### src/rtl/dmx_tx_sequencer_if.sv
`default_nettype none
// ============================================================================
// Module   : dmx_tx_sequencer_if
// Purpose  : Bundles the frame configuration, slot-store read port, UART byte
//            handshake and status signals of the DMX512 transmit sequencer.
// Ports    : master - sequencer side (drives slot reads, bytes, status)
//            slave  - environment side (slot store, UART, configuration)
// Revision : 1.0 - initial release
// ============================================================================
interface dmx_tx_sequencer_if;
  // configuration
  logic        enable;
  logic [9:0]  num_slots;
  logic [7:0]  start_code;
  logic [1:0]  refresh_sel;
  // slot store read port
  logic        slot_rd;
  logic [8:0]  slot_addr;
  logic [7:0]  slot_data;
  // UART byte handshake
  logic        byte_valid;
  logic [7:0]  byte_data;
  logic        byte_ready;
  logic        uart_busy;
  // line control and status
  logic        break_out;
  logic        busy;
  logic        frame_done;
  logic [15:0] frame_count;

  modport master (
    input  enable, num_slots, start_code, refresh_sel,
    input  slot_data, byte_ready, uart_busy,
    output slot_rd, slot_addr, byte_valid, byte_data,
    output break_out, busy, frame_done, frame_count
  );

  modport slave (
    output enable, num_slots, start_code, refresh_sel,
    output slot_data, byte_ready, uart_busy,
    input  slot_rd, slot_addr, byte_valid, byte_data,
    input  break_out, busy, frame_done, frame_count
  );
endinterface
`default_nettype wire

### src/rtl/dmx_tx_sequencer.sv
`default_nettype none
// ============================================================================
// Module   : dmx_tx_sequencer
// Purpose  : DMX512 frame controller. Drives BREAK and MAB on the line, then
//            streams the start code and N slot bytes from the slot store to
//            the byte UART, and paces frames to the selected refresh rate.
// Ports    : clk    - system clock, rising edge
//            rst_n  - asynchronous active-low reset
//            dmx    - configuration, slot read port, UART handshake, status
// Revision : 1.0 - initial release
// ============================================================================
module dmx_tx_sequencer #(
  parameter int CLK_FREQ = 12000000,
  parameter int BREAK_US = 176,
  parameter int MAB_US   = 12
) (
  input logic                clk,
  input logic                rst_n,
  dmx_tx_sequencer_if.master dmx
);

  localparam int CYC_PER_US = CLK_FREQ / 1000000;
  localparam int BREAK_CYC  = CYC_PER_US * BREAK_US;
  localparam int MAB_CYC    = CYC_PER_US * MAB_US;
  localparam int TMR_W      = $clog2((BREAK_CYC > MAB_CYC) ? BREAK_CYC : MAB_CYC) + 1;

  localparam logic [TMR_W-1:0] BREAK_LOAD = TMR_W'(BREAK_CYC - 1);
  localparam logic [TMR_W-1:0] MAB_LOAD   = TMR_W'(MAB_CYC - 1);

  // Frame periods in clock cycles, truncated.
  localparam logic [18:0] PER_44 = 19'(CLK_FREQ / 44);
  localparam logic [18:0] PER_30 = 19'(CLK_FREQ / 30);
  localparam logic [18:0] PER_40 = 19'(CLK_FREQ / 40);

  typedef enum logic [3:0] {
    S_IDLE      = 4'd0,
    S_BREAK     = 4'd1,
    S_MAB       = 4'd2,
    S_START     = 4'd3,
    S_FETCH     = 4'd4,
    S_WAIT_DATA = 4'd5,
    S_SEND      = 4'd6,
    S_DRAIN     = 4'd7,
    S_GAP       = 4'd8
  } state_t;

  state_t            state_q;
  logic [TMR_W-1:0]  tmr_q;
  logic [18:0]       per_cnt_q;
  logic [18:0]       per_len_q;
  logic [9:0]        n_q;
  logic [7:0]        sc_q;
  logic [9:0]        idx_q;
  logic              break_out_q;
  logic              byte_valid_q;
  logic [7:0]        byte_data_q;
  logic              slot_rd_q;
  logic [8:0]        slot_addr_q;
  logic              busy_q;
  logic [15:0]       fcnt_q;

  logic [9:0]        n_d;
  logic [18:0]       per_len_d;
  logic [9:0]        idx_nxt_d;
  logic              accept_d;
  logic              last_d;
  logic              per_done_d;
  logic              go_break_d;

  always_comb begin
    // Out-of-range slot counts (0 or above 512) mean a full universe.
    n_d = ((dmx.num_slots == 10'd0) || (dmx.num_slots > 10'd512)) ? 10'd512 : dmx.num_slots;

    per_len_d = 19'd0;
    case (dmx.refresh_sel)
      2'b01:   per_len_d = PER_44;
      2'b10:   per_len_d = PER_30;
      2'b11:   per_len_d = PER_40;
      default: per_len_d = 19'd0;
    endcase

    idx_nxt_d  = idx_q + 10'd1;
    accept_d   = byte_valid_q && dmx.byte_ready;
    last_d     = !(idx_nxt_d < n_q);
    per_done_d = (per_cnt_q >= per_len_q);

    // BREAK can be entered from IDLE or at the end of the inter-frame gap.
    go_break_d = ((state_q == S_IDLE) && dmx.enable && !dmx.uart_busy) ||
                 ((state_q == S_GAP)  && dmx.enable && per_done_d);
  end

  always_ff @(posedge clk or negedge rst_n) begin
    if (!rst_n) begin
      state_q      <= S_IDLE;
      tmr_q        <= '0;
      per_cnt_q    <= '0;
      per_len_q    <= '0;
      n_q          <= 10'd512;
      sc_q         <= 8'h00;
      idx_q        <= '0;
      break_out_q  <= 1'b0;
      byte_valid_q <= 1'b0;
      byte_data_q  <= 8'h00;
      slot_rd_q    <= 1'b0;
      slot_addr_q  <= '0;
      busy_q       <= 1'b0;
      fcnt_q       <= '0;
    end else begin
      slot_rd_q <= 1'b0;
      if (per_cnt_q != '1) begin
        per_cnt_q <= per_cnt_q + 19'd1;
      end

      case (state_q)
        S_IDLE: ;  // leaving IDLE is handled by go_break_d below

        S_BREAK: begin
          if (tmr_q == '0) begin
            state_q     <= S_MAB;
            tmr_q       <= MAB_LOAD;
            break_out_q <= 1'b0;
          end else begin
            tmr_q <= tmr_q - TMR_W'(1);
          end
        end

        S_MAB: begin
          if (tmr_q == '0) begin
            state_q      <= S_START;
            byte_valid_q <= 1'b1;
            byte_data_q  <= sc_q;
          end else begin
            tmr_q <= tmr_q - TMR_W'(1);
          end
        end

        S_START: begin
          if (accept_d) begin
            state_q      <= S_FETCH;
            byte_valid_q <= 1'b0;
            slot_rd_q    <= 1'b1;
            slot_addr_q  <= idx_q[8:0];
          end
        end

        // The read strobe is already on the port during FETCH; the store
        // returns data one cycle later, captured at the end of WAIT_DATA.
        S_FETCH: state_q <= S_WAIT_DATA;

        S_WAIT_DATA: begin
          state_q      <= S_SEND;
          byte_valid_q <= 1'b1;
          byte_data_q  <= dmx.slot_data;
        end

        S_SEND: begin
          if (accept_d) begin
            byte_valid_q <= 1'b0;
            if (!last_d) begin
              state_q     <= S_FETCH;
              idx_q       <= idx_nxt_d;
              slot_rd_q   <= 1'b1;
              slot_addr_q <= idx_nxt_d[8:0];
            end else begin
              state_q <= S_DRAIN;
              fcnt_q  <= fcnt_q + 16'd1;
            end
          end
        end

        S_DRAIN: begin
          if (!dmx.uart_busy) begin
            state_q <= S_GAP;
          end
        end

        S_GAP: begin
          if (per_done_d && !dmx.enable) begin
            state_q <= S_IDLE;
            busy_q  <= 1'b0;
          end
        end

        default: begin
          state_q      <= S_IDLE;
          busy_q       <= 1'b0;
          break_out_q  <= 1'b0;
          byte_valid_q <= 1'b0;
        end
      endcase

      // Frame start: latch configuration and restart the period counter.
      if (go_break_d) begin
        state_q     <= S_BREAK;
        tmr_q       <= BREAK_LOAD;
        per_cnt_q   <= '0;
        per_len_q   <= per_len_d;
        n_q         <= n_d;
        sc_q        <= dmx.start_code;
        idx_q       <= '0;
        break_out_q <= 1'b1;
        busy_q      <= 1'b1;
      end
    end
  end

  assign dmx.break_out   = break_out_q;
  assign dmx.byte_valid  = byte_valid_q;
  assign dmx.byte_data   = byte_data_q;
  assign dmx.slot_rd     = slot_rd_q;
  assign dmx.slot_addr   = slot_addr_q;
  assign dmx.busy        = busy_q;
  assign dmx.frame_count = fcnt_q;
  // Must pulse in the accept cycle itself, so it follows byte_ready directly.
  assign dmx.frame_done  = (state_q == S_SEND) && accept_d && last_d;

endmodule
`default_nettype wire

### src/flat_wrapper.sv
// flat-port wrapper written by rule: the top's interface ports become plain ports
module dmx_tx_sequencer_flat 
#(
  parameter int CLK_FREQ = 12000000,
  parameter int BREAK_US = 176,
  parameter int MAB_US   = 12
)
  (clk, rst_n, dmx_enable, dmx_num_slots, dmx_start_code, dmx_refresh_sel, dmx_slot_data, dmx_byte_ready, dmx_uart_busy, dmx_slot_rd, dmx_slot_addr, dmx_byte_valid, dmx_byte_data, dmx_break_out, dmx_busy, dmx_frame_done, dmx_frame_count);
  dmx_tx_sequencer_if dmx_i ();
  input logic clk;
  input logic rst_n;
  input wire logic [$bits(dmx_i.enable)-1:0] dmx_enable;
  input wire logic [$bits(dmx_i.num_slots)-1:0] dmx_num_slots;
  input wire logic [$bits(dmx_i.start_code)-1:0] dmx_start_code;
  input wire logic [$bits(dmx_i.refresh_sel)-1:0] dmx_refresh_sel;
  input wire logic [$bits(dmx_i.slot_data)-1:0] dmx_slot_data;
  input wire logic [$bits(dmx_i.byte_ready)-1:0] dmx_byte_ready;
  input wire logic [$bits(dmx_i.uart_busy)-1:0] dmx_uart_busy;
  output wire logic [$bits(dmx_i.slot_rd)-1:0] dmx_slot_rd;
  output wire logic [$bits(dmx_i.slot_addr)-1:0] dmx_slot_addr;
  output wire logic [$bits(dmx_i.byte_valid)-1:0] dmx_byte_valid;
  output wire logic [$bits(dmx_i.byte_data)-1:0] dmx_byte_data;
  output wire logic [$bits(dmx_i.break_out)-1:0] dmx_break_out;
  output wire logic [$bits(dmx_i.busy)-1:0] dmx_busy;
  output wire logic [$bits(dmx_i.frame_done)-1:0] dmx_frame_done;
  output wire logic [$bits(dmx_i.frame_count)-1:0] dmx_frame_count;
  assign dmx_i.enable = dmx_enable;
  assign dmx_i.num_slots = dmx_num_slots;
  assign dmx_i.start_code = dmx_start_code;
  assign dmx_i.refresh_sel = dmx_refresh_sel;
  assign dmx_i.slot_data = dmx_slot_data;
  assign dmx_i.byte_ready = dmx_byte_ready;
  assign dmx_i.uart_busy = dmx_uart_busy;
  assign dmx_slot_rd = dmx_i.slot_rd;
  assign dmx_slot_addr = dmx_i.slot_addr;
  assign dmx_byte_valid = dmx_i.byte_valid;
  assign dmx_byte_data = dmx_i.byte_data;
  assign dmx_break_out = dmx_i.break_out;
  assign dmx_busy = dmx_i.busy;
  assign dmx_frame_done = dmx_i.frame_done;
  assign dmx_frame_count = dmx_i.frame_count;
  dmx_tx_sequencer #(.CLK_FREQ(CLK_FREQ), .BREAK_US(BREAK_US), .MAB_US(MAB_US)) u_core (.clk(clk), .rst_n(rst_n), .dmx(dmx_i));
endmodule
### config.mk
export PLATFORM = sky130hd
export DESIGN_NAME = dmx_tx_sequencer_flat
export DESIGN_NICKNAME = d
export VERILOG_FILES = /design/src/rtl/dmx_tx_sequencer_if.sv /design/src/rtl/dmx_tx_sequencer.sv /design/src/flat_wrapper.sv
export SDC_FILE = /design/constraint.sdc
export NUM_CORES = 1
export LEC_CHECK = 0
export ABC_AREA = 1
export CORE_AREA = 2 2 143 117
export DETAILED_ROUTE_END_ITERATION = 8
export DIE_AREA = 0 0 145 119
export GPL_TIMING_DRIVEN = 0
export MAX_ROUTING_LAYER = met4
export PLACE_DENSITY_LB_ADDON = 0.12
export SLEW_MARGIN = 20
export SYNTH_ARGS = -nofsm -noshare
export SYNTH_HDL_FRONTEND = slang
export SYNTH_SLANG_ARGS = --single-unit
export TNS_END_PERCENT = 100
### constraint.sdc
create_clock -name clk -period 5 [get_ports clk]
set_input_delay 1 -clock clk [delete_from_list [all_inputs] [get_ports clk]]
set_output_delay 1 -clock clk [all_outputs]
set_load 0.01 [all_outputs]
==> results.py, run 1 <==
metrics = {
    "outcome": {
        "status": "completed",
    },
    "die": {
        "core_um2": 16000,
        "io_pins": 71,
        "die_x_um": 145,
        "core.rowCount": 42,
        "die_h_um": 119,
        "initial_core_util_pct": 38.9,
        "dieArea_um2": 17300,
    },
    "place": {
        "gp_congestion": 0.877,
        "dpl.hpwl_um": 11500,
        "portBuffers": 70,
        "pre_cts_ws_ns": 0.725,
    },
    "clock_tree": {
        "cts_buffers": 9,
        "clk_latency_ns": 0.36,
        "clock_path_buffers": 2,
        "ctsHoldBuffers": 0,
        "cts.sinks": 108,
        "cts_tree": "yes",
        "clk_pin_slew_ns": 0.07,
        "h-tree-depth": 3,
        "ctsResizeCount": 0,
        "postCtsSetupRepairBufs": 0,
        "cts-root-buf": "clkbuf_16",
    },
    "critical_path": {
        "crit_path_start_kind": "flip-flop",
        "cp_max_fo": 8,
        "cp_data_required_time_ns": 4.00,
        "crit_start": "u_core.idx_q[0]$_DFFE_PN0P_",
        "arrival_ns": 3.67,
        "r2r_cells": 17,
        "reg2reg_slack_ns": 1.85,
        "reg2reg_to": "u_core.dmx.frame_count[5]$_DFFE_PN0P_",
        "path_class": "flip-flop to primary output",
        "end_kind": "primary output",
        "crit_end": "dmx_frame_done",
        "regToRegStartpoint": "u_core.idx_q[0]$_DFFE_PN0P_",
    },
    "finish": {
        "nNetsFinal": 944,
        "mostFrequentLayoutCell": "nand2_1",
        "area_delta_synth_final_pct": 20.8,
        "insertedDiodeCount": 0,
        "drive_gt1_share_pct": 6.79,
        "layout_common_cells": "nand2_1 (223), dfrtp_1 (107), inv_1 (94)",
        "n_fill_cell": 1571,
        "utilization_pct": 47.0,
    },
    "synthesis": {
        "syn-cell-area_um2": 6230,
        "yosysUniqueCellTypes": 42,
        "syn_area_per_cell_um2": 7.82,
        "synth_fp_nets": 862,
        "ys_ff_latch": 108,
        "yosysWarnings": 0,
        "synth_flop_cell": "dfrtp_1",
        "async_flop_share_pct": 100,
        "synthCells": 797,
        "ys_seq_area_share_pct": 43.4,
        "synth_edf_count": 0,
    },
    "detailed_routing": {
        "drt_iter0_drc": 256,
        "drc": 0,
        "dr_total_vias": 5404,
        "wl_um": 15300,
        "via_per_inst": 4.89,
        "routedWlPerCell_um": 13.9,
        "firstDrtPassIters": 4,
        "ant_nets": 0,
    },
    "timing": {
        "hold_viol": 0,
        "clock_skew_ns": 0.00566,
        "tightest_slew_ns": 0.536,
        "fin_ws_ns": 0.330,
        "period_share_pct": 93.4,
        "period_needed_ns": 4.67,
        "slew_headroom_pct": 64.0,
        "rsz0062_at_grt": "false",
        "final-setup-viol-count": 0,
        "drv_slew": 0,
        "finalSetupTns_ns": 0,
        "max_freq_mhz": 214,
    },
    "worst_hold_path": {
        "min-delay-path-class": "flip-flop to flip-flop",
        "hold_start": "u_core.sc_q[2]$_DFFE_PN0N_",
        "hold_path_depth": 2,
    },
    "power": {
        "ir_worst_vdd_v": 0.000236,
        "p_leak_nw": 3.63,
        "power-per-cell-area_nw_per_um2": 482,
        "power_mw": 3.63,
    },
    "global_routing": {
        "grt_pass1_wl_um": 26400,
        "grt_antenna_before_repair": 0,
        "grt_util_all_layers_pct": 19.3,
        "grt_max_degree": 79,
        "grt_pass1_vias": 5417,
        "grt_overflow": 0,
    },
    "flow_run": {
        "drv_cap": 0,
    },
}
[critical path, stage by stage (launching register included)]
cell and delay [ns]:
dfrtp_1 0.49, ha_1 0.23, nand2_1 0.07, nor2_1 0.12
nand4_1 0.13, nor2_1 0.14, xor2_1 0.33, ha_1 0.30
nand2_1 0.08, nor2_1 0.07, nand3_1 0.10, nand3_2 0.15
nand2_1 0.18, inv_1 0.07, nand2_2 0.08, clkinv_1 0.22
clkdlybuf4s50_1 0.55
[state kept, by name, indices dropped and copies added, names as in the netlist, 8 cells and up]
signal / cells
u_core.dmx.frame_count: 16
u_core.dmx.byte_data: 8
u_core.sc_q: 8
u_core.tmr_q: 13
u_core.dmx.slot_addr: 9
u_core.per_cnt_q: 19
u_core.n_q: 10
u_core.idx_q: 10
[per-layer routing]
metal  vias to the layer above  global-route usage, %  wire length (µm)
met2                       117                   29.1              6700
met5                         -                      -                 0
met1                      2530                   26.2              7570
met4                         0                   5.14               234
li1                       2738                      -                 -
met3                        19                   4.83               788
[report_power, final]
part	switching [mW]	internal (mW)
clock	0.336	0.387
combinational	0.893	0.631
sequential	0.225	1.16
[logic make-up (layout without fill, tap and decap cells)]
kind of cell             count (synthesis)  count (layout)  share of synthesized area (%)
AO/OA/AOI/OAI                           92              92                           8.03
XOR/XNOR                                32              32                           4.50
flip-flops                             108             108                           43.4
buffers and inverters                  112             199                           7.83
adder cells (fa/ha/maj)                 32              32                           6.42
AND/OR/NAND/NOR                        421             421                           29.9
[per-stage QoR]
step,cells,cell area [µm²],hold WS [ns]
after floorplan,797,6230,0.442
after global placement,1087,7210,0.456
after detailed placement,1088,7240,0.462
after CTS,1104,7530,0.478
after global routing,1104,7530,0.500
final,1104,7530,0.475
[synth_stat cells (2+ instances only)]
cell type,count,area share (%)
nor2_1,77,4.6
inv_2,2,0.12
nand2_2,5,0.50
nand4_1,13,1.3
nand2_1,223,13
inv_1,94,5.7
nor3_1,16,1.3
nand3_2,3,0.48
o21ai_1,16,1.3
xor2_1,25,3.5
o21ai_0,17,1.4
dfrtp_1,107,43
nor3_2,5,0.80
nand3_1,59,4.7
nor2_2,5,0.50
buf_6,7,1.3
a21oi_1,38,3.1
buf_2,4,0.32
buf_4,2,0.24
o22ai_1,6,0.60
ha_1,32,6.4
nor4_1,5,0.50
o211ai_1,4,0.48
a31oi_1,8,0.80
xnor2_1,7,0.98
[worst min path at each step]
stage | end | slack, ns
floorplan | u_core.sc_q[2]$_DFFE_PN0N_ | 0.44
global placement | u_core.sc_q[2]$_DFFE_PN0N_ | 0.46
detailed placement | u_core.sc_q[2]$_DFFE_PN0N_ | 0.46
CTS | u_core.sc_q[2]$_DFFE_PN0N_ | 0.48
global route | u_core.dmx.busy$_DFFE_PN0P_ | 0.50
finish | u_core.sc_q[2]$_DFFE_PN0N_ | 0.48
[layout make-up]
class / count / area [µm²] / area share, %
plain buffers: 14 / 118 / 1.56
inverters: 98 / 370 / 4.92
flip-flops and latches: 108 / 2700 / 35.9
well taps: 220 / 275 / 3.65
repair buffers: 71 / 729 / 9.68
clock buffers: 9 / 225 / 2.99
multi-input cells: 577 / 3040 / 40.4
clock inverters: 7 / 67.6 / 0.897
Power figures use the tool's default switching activity.
==> inputs of run 2 (changes only) <==
--- a/config.mk
+++ b/config.mk
@@ -7,6 +7,7 @@
 export LEC_CHECK = 0
 export ABC_AREA = 1
 export CORE_AREA = 2 2 143 117
+export CTS_BUF_LIST = sky130_fd_sc_hd__clkbuf_8
 export DETAILED_ROUTE_END_ITERATION = 8
 export DIE_AREA = 0 0 145 119
 export GPL_TIMING_DRIVEN = 0
==> run 2 against run 1 <==
Fmax fell by 0.91%. Combinational power barely moved. Clock skew rose by 0.0019 ns. Utilization fell by 0.63 points. Non-clock buffer count did not move. Routed wire length rose by 0.12%. Die area did not move. Critical path type unchanged. Largest cell class unchanged.
==> results.py, run 2 (same netlist as run 1, synthesis figures left out) <==
metrics = {
    "finish": {
        "fin_cells": 1104,
        "layout_common_cells": "nand2_1 (223), dfrtp_1 (107), inv_1 (94)",
        "mostFrequentLayoutCell": "nand2_1",
        "drive_gt1_share_pct": 6.79,
        "nNetsFinal": 944,
        "area_delta_synth_final_pct": 19.2,
        "largest_reg_flops": 19,
        "insertedDiodeCount": 0,
        "top_register": "u_core.per_cnt_q",
    },
    "flow_run": {
        "drv_cap": 0,
    },
    "critical_path": {
        "crit_end": "dmx_frame_done",
        "reg2reg_to": "u_core.dmx.frame_count[5]$_DFFE_PN0P_",
        "crit_path_start_kind": "flip-flop",
        "r2r_cells": 17,
        "path_class": "flip-flop to primary output",
        "regToRegStartpoint": "u_core.idx_q[0]$_DFFE_PN0P_",
        "cp_max_fo": 8,
        "crit_start": "u_core.idx_q[0]$_DFFE_PN0P_",
        "arrival_ns": 3.71,
        "end_kind": "primary output",
        "cp_data_required_time_ns": 4.00,
        "reg2reg_slack_ns": 1.85,
    },
    "clock_tree": {
        "cts-root-buf": "clkbuf_8",
        "ctsHoldBuffers": 0,
        "cts.sinks": 108,
        "postCtsSetupRepairBufs": 0,
        "cts_buffers": 9,
        "clock_path_buffers": 2,
        "ctsResizeCount": 0,
        "cts_tree": "yes",
        "clk_latency_ns": 0.39,
        "h-tree-depth": 3,
        "clk_pin_slew_ns": 0.10,
    },
    "timing": {
        "rsz0062_at_grt": "false",
        "slew_headroom_pct": 63.0,
        "hold_viol": 0,
        "final-setup-viol-count": 0,
        "period_needed_ns": 4.71,
        "max_freq_mhz": 212,
        "tightest_slew_ns": 0.550,
        "drv_slew": 0,
        "period_share_pct": 94.3,
        "clock_skew_ns": 0.00753,
        "finalSetupTns_ns": 0,
        "whs_ns": 0.474,
    },
    "die": {
        "dieArea_um2": 17300,
        "initial_core_util_pct": 38.9,
        "core_um2": 16000,
        "die_h_um": 119,
        "io_pins": 71,
        "core.rowCount": 42,
        "die_x_um": 145,
    },
    "detailed_routing": {
        "wl_um": 15300,
        "drc": 0,
        "ant_nets": 0,
        "drt_iter0_drc": 304,
        "dr_total_vias": 5418,
        "firstDrtPassIters": 5,
        "routedWlPerCell_um": 13.9,
        "via_per_inst": 4.91,
    },
    "place": {
        "dpl.cell_count": 1088,
        "portBuffers": 70,
        "dpl.hpwl_um": 11500,
        "gp_congestion": 0.877,
    },
    "global_routing": {
        "grt_pass1_vias": 5444,
        "grt_max_degree": 79,
        "grt_antenna_before_repair": 0,
        "grt_pass1_wl_um": 26400,
        "grt_util_all_layers_pct": 19.3,
        "grt_overflow": 0,
    },
    "power": {
        "ir_worst_vdd_v": 0.000221,
        "power-per-cell-area_nw_per_um2": 464,
        "p_leak_nw": 3.59,
    },
    "outcome": {
        "status": "completed",
    },
    "worst_hold_path": {
        "min-delay-path-class": "input pin to asynchronous set/reset pin",
    },
}
==> run 2: changes by cell type in the layout (fill, tap and decap cells not counted) <==
cell,before,now
clkbuf_16,9,0
clkbuf_8,0,9
==> run 2: layer usage <==
metal | vias to the layer above | GRT usage, % | part of all wire (%)
met5 | - | - | 0
met4 | 0 | 6.44 | 2.1
met3 | 25 | 4.02 | 4.8
met2 | 135 | 29.0 | 43
met1 | 2523 | 26.1 | 50
li1 | 2735 | - | -
==> run 2: cell type report <==
class / count / area, µm²
multi-input combinational: 577 / 3040
tap: 220 / 275
inverter: 98 / 370
clock buffer: 9 / 124
fill: 1581 / 8600
sequential: 108 / 2700
timing repair buffer: 71 / 729
clock inverter: 7 / 67.6
buffer: 14 / 118
==> run 2: worst max-delay path, cell delays in order (launching register included) <==
cell and delay (ns):
dfrtp_1 0.51, ha_1 0.23, nand2_1 0.07, nor2_1 0.12
nand4_1 0.13, nor2_1 0.14, xor2_1 0.33, ha_1 0.30
nand2_1 0.09, nor2_1 0.07, nand3_1 0.10, nand3_2 0.15
nand2_1 0.18, inv_1 0.07, nand2_2 0.08, clkinv_1 0.21
clkdlybuf4s50_1 0.55
==> run 2: report_power, final <==
part	internal (mW)	switching, mW	total [mW]
combinational	0.631	0.893	1.52
sequential	1.15	0.224	1.38
clock	0.230	0.314	0.544
==> run 2: worst min path at each step <==
stage	startpoint	endpoint	slack [ns]	cells past startpoint
after floorplan	u_core.sc_q[2]$_DFFE_PN0N_	u_core.sc_q[2]$_DFFE_PN0N_	0.44	2
after global placement	u_core.sc_q[2]$_DFFE_PN0N_	u_core.sc_q[2]$_DFFE_PN0N_	0.46	2
after detailed placement	u_core.sc_q[2]$_DFFE_PN0N_	u_core.sc_q[2]$_DFFE_PN0N_	0.46	2
after CTS	rst_n	u_core.n_q[6]$_DFFE_PN0N_	0.47	1
after global routing	rst_n	u_core.n_q[6]$_DFFE_PN0N_	0.48	1
final	rst_n	u_core.n_q[4]$_DFFE_PN0N_	0.47	1
==> run 2: metrics by stage <==
stage / utilization, % / power [mW] / area (µm²) / worst slack (ns)
global placement: 45.0 / 2.86 / 7210 / -1.40
floorplan: - / 2.40 / 6230 / 1.81
detailed placement: 45.2 / 2.92 / 7240 / 0.725
CTS: 46.4 / 3.48 / 7430 / 0.264
finish: 46.4 / 3.45 / 7430 / 0.287
global route: 46.4 / 3.76 / 7430 / 0.0596
==> variant 1, RTL diff (flow settings as in run 1) <==
Make the reset (`rst_n`) synchronous in one clocked block. Comments in the files are not updated.
--- a/src/rtl/dmx_tx_sequencer.sv
+++ b/src/rtl/dmx_tx_sequencer.sv
@@ -89,7 +89,7 @@
                  ((state_q == S_GAP)  && dmx.enable && per_done_d);
   end
 
-  always_ff @(posedge clk or negedge rst_n) begin
+  always_ff @(posedge clk) begin
     if (!rst_n) begin
       state_q      <= S_IDLE;
       tmr_q        <= '0;
Formal check against the unedited RTL: differs if rst_n is asserted again (counterexample within 4 cycles, from zero or initial values and one cycle with rst_n low); with rst_n held inactive, the same outputs for 10 cycles.
==> variant 1 against run 1 <==
Routed wire length shrank 2.5%. Maximum frequency grew 1.8%. Worst setup slack gained 0.082 ns. Sequential cell count is the same. Critical path depth shrank 1. Final area shrank 4.8%. Count of clock-buffer cells in the layout grew 1. Synthesized area shrank 5.8%. Highest routed layer unchanged.
Power is not compared: it rests on default switching activity, and its combinational part moved more than twofold at a synthesized area within 25%.
==> variant 1: results (changes against run 1) <==
* **count of buffers inserted at the top-level ports** 70, unchanged
* **iteration count of the initial detailed-routing pass** 5, was 4
* **share of async-settable or async-resettable flops after synthesis** 0%, was 100%
* **antenna violations before repair** 0, unchanged
* **GPL Wtd Cong** 0.884, was 0.877
* **WL/cell** 13.1 um, was 13.9 um
* **worst rel slew slack** 55.6%, was 64.0%
* **worst stage delay on the critical path** 0.57 ns, was 0.55 ns
* **global-route wire length before repair** 25300 um, was 26400 um
* **Worst path slowest cell** sky130_fd_sc_hd__clkdlybuf4s50_1, unchanged
* **result of the run** finished clean, unchanged
* **cells on worst reg2reg path** 15, was 17
* **NumNets Final** 976, was 944
* **overall track demand over capacity in global routing** 18.7%, was 19.3%
* **number of global-route vias before repair** 5015, was 5417
* **leading cell types by count after synthesis** sky130_fd_sc_hd__nand2_1 (228), sky130_fd_sc_hd__inv_1 (109), sky130_fd_sc_hd__dfxtp_1 (108), was sky130_fd_sc_hd__nand2_1 (223), sky130_fd_sc_hd__dfrtp_1 (107), sky130_fd_sc_hd__inv_1 (94)
* **HPWL reported at the end of detailed placement** 11500 um, about the same
* **root buffer cell** sky130_fd_sc_hd__clkbuf_16, unchanged
* **count of mapped cells out of synthesis** 830, was 797
* **Post-Synth Adder-Cell Area** 6.82%, was 6.42%
* **arrival time worst endpoint** 3.59 ns, was 3.67 ns
* **flip-flop count of the largest register after layout** 19, unchanged
* **worst flop-to-flop path endpoint** u_core.idx_q[9], was u_core.dmx.frame_count[5]
* **Worst path top cell family by delay** buffers and inverters, was simple AND/OR/NAND/NOR gates
* **post-CTS setup repair buffer count** 0, unchanged
* **number of nets produced by synthesis** 895, was 862
* **DRC violation count after routing** 0, unchanged
* **compound-cell area share of the yosys netlist** 13.1%, was 8.03%
* **clock-pin slew on the worst setup and hold paths** 0.07 ns, about the same
* **Most flops, register** u_core.per_cnt_q, unchanged
* **routed vias** 5256, was 5404
* **First DRT Iteration DRCs** 360, was 256
* **number of distinct library cells after synthesis** 43, was 42
* **Fillers** 1653, was 1571
* **sequential fraction of the synthesis area** 36.8%, was 43.4%
* **Post-Route Skew** 0.00866 ns, was 0.00566 ns
* **pin count of the biggest net entering global routing** 18, was 79
* **Reg-to-Reg Start** u_core.idx_q[2], was u_core.idx_q[0]
* **via count normalized by instance count** 4.63, was 4.89
* **layout cell share with drive strength beyond 1** 8.08%, was 6.79%
* **total placed cells including tap cells** 1120, was 1088
* **clock insertion delay at the later pin of the skew report** 0.36 ns, about the same
* **biggest area contributors in the synthesized netlist** sky130_fd_sc_hd__dfxtp_1 (37%), sky130_fd_sc_hd__nand2_1 (15%), sky130_fd_sc_hd__inv_1 (7.0%), was sky130_fd_sc_hd__dfrtp_1 (43%), sky130_fd_sc_hd__nand2_1 (13%), sky130_fd_sc_hd__ha_1 (6.4%)
* **worst setup slack for register-to-register paths** 1.95 ns, was 1.85 ns
* **XOR/XNOR Fraction of Synth Area** 5.22%, was 4.50%
* **post-place instance area** 6850 um2, was 7240 um2
* **Critical Path Fanout Max** 10, was 8
## variant 1: cells by family (layout without fill, tap and decap cells)
| kind of cell | after synthesis | in the layout |
|---|---|---|
| AOI/OAI and AO/OA | 125 | 125 |
| xor gates and xnor gates | 35 | 35 |
| adders and majority gates | 32 | 32 |
| buffers and inverters | 136 | 222 |
| DFF | 108 | 108 |
| and+or+nand+nor | 394 | 394 |
## variant 1: stage by stage
step | setup slack [ns] | power, mW
detailed placement | 0.712 | 1.57
finish | 0.413 | 2.33
CTS | 0.290 | 2.36
floorplan | 1.77 | 1.41
global route | 0.0216 | 2.49
global placement | 0.677 | 1.57
## variant 1: worst min-delay path by stage
stage	start	end	slack [ns]	depth (start not counted)
after floorplan	u_core.per_len_q[12]	u_core.per_len_q[12]	0.43	2
after global placement	u_core.per_len_q[12]	u_core.per_len_q[12]	0.44	2
after detailed placement	u_core.per_len_q[12]	u_core.per_len_q[12]	0.44	2
after CTS	u_core.per_len_q[12]	u_core.per_len_q[12]	0.46	2
after global routing	u_core.per_len_q[12]	u_core.per_len_q[12]	0.47	2
final	u_core.sc_q[7]	u_core.sc_q[7]	0.45	2
## variant 1: layout make-up
cell class / instances / area [um2] / area share [%]
inverter: 118 / 445 / 6.21
timing repair buffer: 70 / 701 / 9.77
buffer: 18 / 125 / 1.75
clock buffer: 10 / 229 / 3.19
tap: 220 / 275 / 3.84
sequential: 108 / 2160 / 30.2
multi-input combinational: 586 / 3140 / 43.8
clock inverter: 6 / 88.8 / 1.24
## variant 1: power breakdown
part | internal [mW] | switching [mW] | total (mW)
sequential | 0.932 | 0.0438 | 0.976
clock | 0.440 | 0.335 | 0.775
combinational | 0.221 | 0.358 | 0.579
## variant 1: worst min-delay path, stage by stage (launching register included)
cell and delay, ns:
sky130_fd_sc_hd__dfxtp_1 0.31, sky130_fd_sc_hd__nand2_1 0.06, sky130_fd_sc_hd__nand2_1 0.04
## variant 1: routing by layer
layer | GRT usage, % | vias to the layer above | share of wire (%)
met1 | 25.7 | 2319 | 53
li1 | - | 2824 | -
met2 | 27.6 | 98 | 41
met4 | 5.75 | 0 | 1.4
met5 | - | - | 0
met3 | 4.06 | 15 | 4.6
==> variant 2, RTL diff (config.mk and constraints of run 1) <==
Without the edit above. `MAB_US` is set to 12 in 2 places; all go to 13.
--- a/src/rtl/dmx_tx_sequencer.sv
+++ b/src/rtl/dmx_tx_sequencer.sv
@@ -12,7 +12,7 @@
 module dmx_tx_sequencer #(
   parameter int CLK_FREQ = 12000000,
   parameter int BREAK_US = 176,
-  parameter int MAB_US   = 12
+  parameter int MAB_US   = 13
 ) (
   input logic                clk,
   input logic                rst_n,
--- a/src/flat_wrapper.sv
+++ b/src/flat_wrapper.sv
@@ -3,7 +3,7 @@
 #(
   parameter int CLK_FREQ = 12000000,
   parameter int BREAK_US = 176,
-  parameter int MAB_US   = 12
+  parameter int MAB_US   = 13
 )
   (clk, rst_n, dmx_enable, dmx_num_slots, dmx_start_code, dmx_refresh_sel, dmx_slot_data, dmx_byte_ready, dmx_uart_busy, dmx_slot_rd, dmx_slot_addr, dmx_byte_valid, dmx_byte_data, dmx_break_out, dmx_busy, dmx_frame_done, dmx_frame_count);
   dmx_tx_sequencer_if dmx_i ();
Formal check against the unedited RTL: no difference found for any inputs over 10 cycles, from zero or initial values and one cycle with rst_n low; that may be too few to reach the edited logic, so the function may still have changed.
==> variant 2 against run 1 <==
Synthesized area down 0.52%. Total power down 1.9%. Non-clock buffer count up 1. Routed wire length down 1.2%. Sequential cell count unchanged. Count of clock-buffer cells in the layout up 2. Synthesized cell count unchanged. Hold slack worse by 0.0038 ns. Worst setup slack better by 0.016 ns. Final area down 0.13%.
==> variant 2: results (changes against run 1) <==
* **leading cell types by count after synthesis** sky130_fd_sc_hd__nand2_1 (222), sky130_fd_sc_hd__dfrtp_1 (107), sky130_fd_sc_hd__inv_1 (97), was sky130_fd_sc_hd__nand2_1 (223), sky130_fd_sc_hd__dfrtp_1 (107), sky130_fd_sc_hd__inv_1 (94)
* **First DRT Iteration DRCs** 403, was 256
* **biggest area contributors in the synthesized netlist** sky130_fd_sc_hd__dfrtp_1 (43%), sky130_fd_sc_hd__nand2_1 (13%), sky130_fd_sc_hd__ha_1 (6.5%), was sky130_fd_sc_hd__dfrtp_1 (43%), sky130_fd_sc_hd__nand2_1 (13%), sky130_fd_sc_hd__ha_1 (6.4%)
* **NumNets Final** 944, unchanged
* **post-place instance area** 7210 um2, was 7240 um2
* **Fillers** 1601, was 1571
* **Worst-Margin Slew** 0.758 ns, was 0.536 ns
* **pin count of the biggest net entering global routing** 60, was 79
* **number of distinct library cells after synthesis** 37, was 42
* **leakage power** 3.60 nW, was 3.63 nW
* **GPL Wtd Cong** 0.926, was 0.877
* **total placed cells including tap cells** 1088, unchanged
* **Core Util, Final** 46.9%, was 47.0%
* **global-route wire length before repair** 26100 um, was 26400 um
* **WL/cell** 13.7 um, was 13.9 um
* **layout cell share with drive strength beyond 1** 6.01%, was 6.79%
* **HPWL reported at the end of detailed placement** 11400 um, was 11500 um
* **result of the run** finished clean, unchanged
* **number of global-route vias before repair** 5345, was 5417
* **flip-flop count of the largest register after layout** 19, unchanged
* **pre-CTS worst setup slack** 0.678 ns, was 0.725 ns
* **wire length reported by the detailed router** 15100 um, was 15300 um
* **via count normalized by instance count** 4.92, was 4.89
* **sequential fraction of the synthesis area** 43.6%, was 43.4%
* **number of buffers inserted during clock tree synthesis** 9, unchanged
* **overall track demand over capacity in global routing** 19.1%, was 19.3%
* **Post-Route Skew** 0.00735 ns, was 0.00566 ns
* **Peak VDD IR** 0.000229 V, was 0.000236 V
* **iteration count of the initial detailed-routing pass** 5, was 4
* **worst stage delay on the critical path** 0.51 ns, was 0.55 ns
* **post-CTS setup repair buffer count** 0, unchanged
## variant 2: logic make-up after synthesis
family          Yosys count  synth area share, %
compound gates           98                 8.31
xor+xnor                 35                 4.94
fa+ha+maj                32                 6.46
buf+inv                 115                 8.09
flops                   108                 43.6
simple gates            409                 28.6
## variant 2: final timing paths
path                            slack (ns)                      end  cells past startpoint             from
min in group asynchronous             0.58          u_core.tmr_q[0]                      1            rst_n
worst max register to register        1.73          u_core.idx_q[1]                     15  u_core.idx_q[0]
max in group asynchronous             3.76  u_core.dmx.slot_addr[4]                      2            rst_n
worst max-delay path                  0.35           dmx_frame_done                     16  u_core.idx_q[0]
worst min register to register        0.47          u_core.dmx.busy                      2  u_core.dmx.busy
worst min-delay path                  0.47          u_core.dmx.busy                      2  u_core.dmx.busy
## variant 2: final cells by class
type / count / area share (%)
buffer: 15 / 1.68
inverter: 100 / 5.04
timing repair buffer: 71 / 9.70
clock buffer: 11 / 3.36
sequential: 108 / 35.9
multi-input combinational: 574 / 40.0
tap: 220 / 3.66
clock inverter: 3 / 0.615
## variant 2: metal layers
metal  track usage [%]  share of wire (%)  vias to the layer above
li1                  -                  -                     2724
met5                 -                  0                        -
met4              5.88                1.7                        0
met3              4.56                4.9                       22
met2              28.0                 43                      125
met1              26.5                 51                     2550
## variant 2: tightest hold or removal path: cells and delay by family (launching register included)
family           cells  cell delay (ns)
flip-flops           1             0.34
AND/OR/NAND/NOR      2             0.10
## variant 2: where the power goes
group | leakage [nW] | switching (mW) | internal (mW)
Sequential | 1.38 | 0.208 | 1.14
Combinational | 2.08 | 0.859 | 0.606
Clock | 0.144 | 0.328 | 0.413
## variant 2: through the flow
stage	power, mW	setup TNS [ns]
after CTS	3.59	0
after detailed placement	2.83	0
after global placement	2.79	-151.91
after floorplan	2.33	0
after global routing	3.87	-0.00383
final	3.56	0
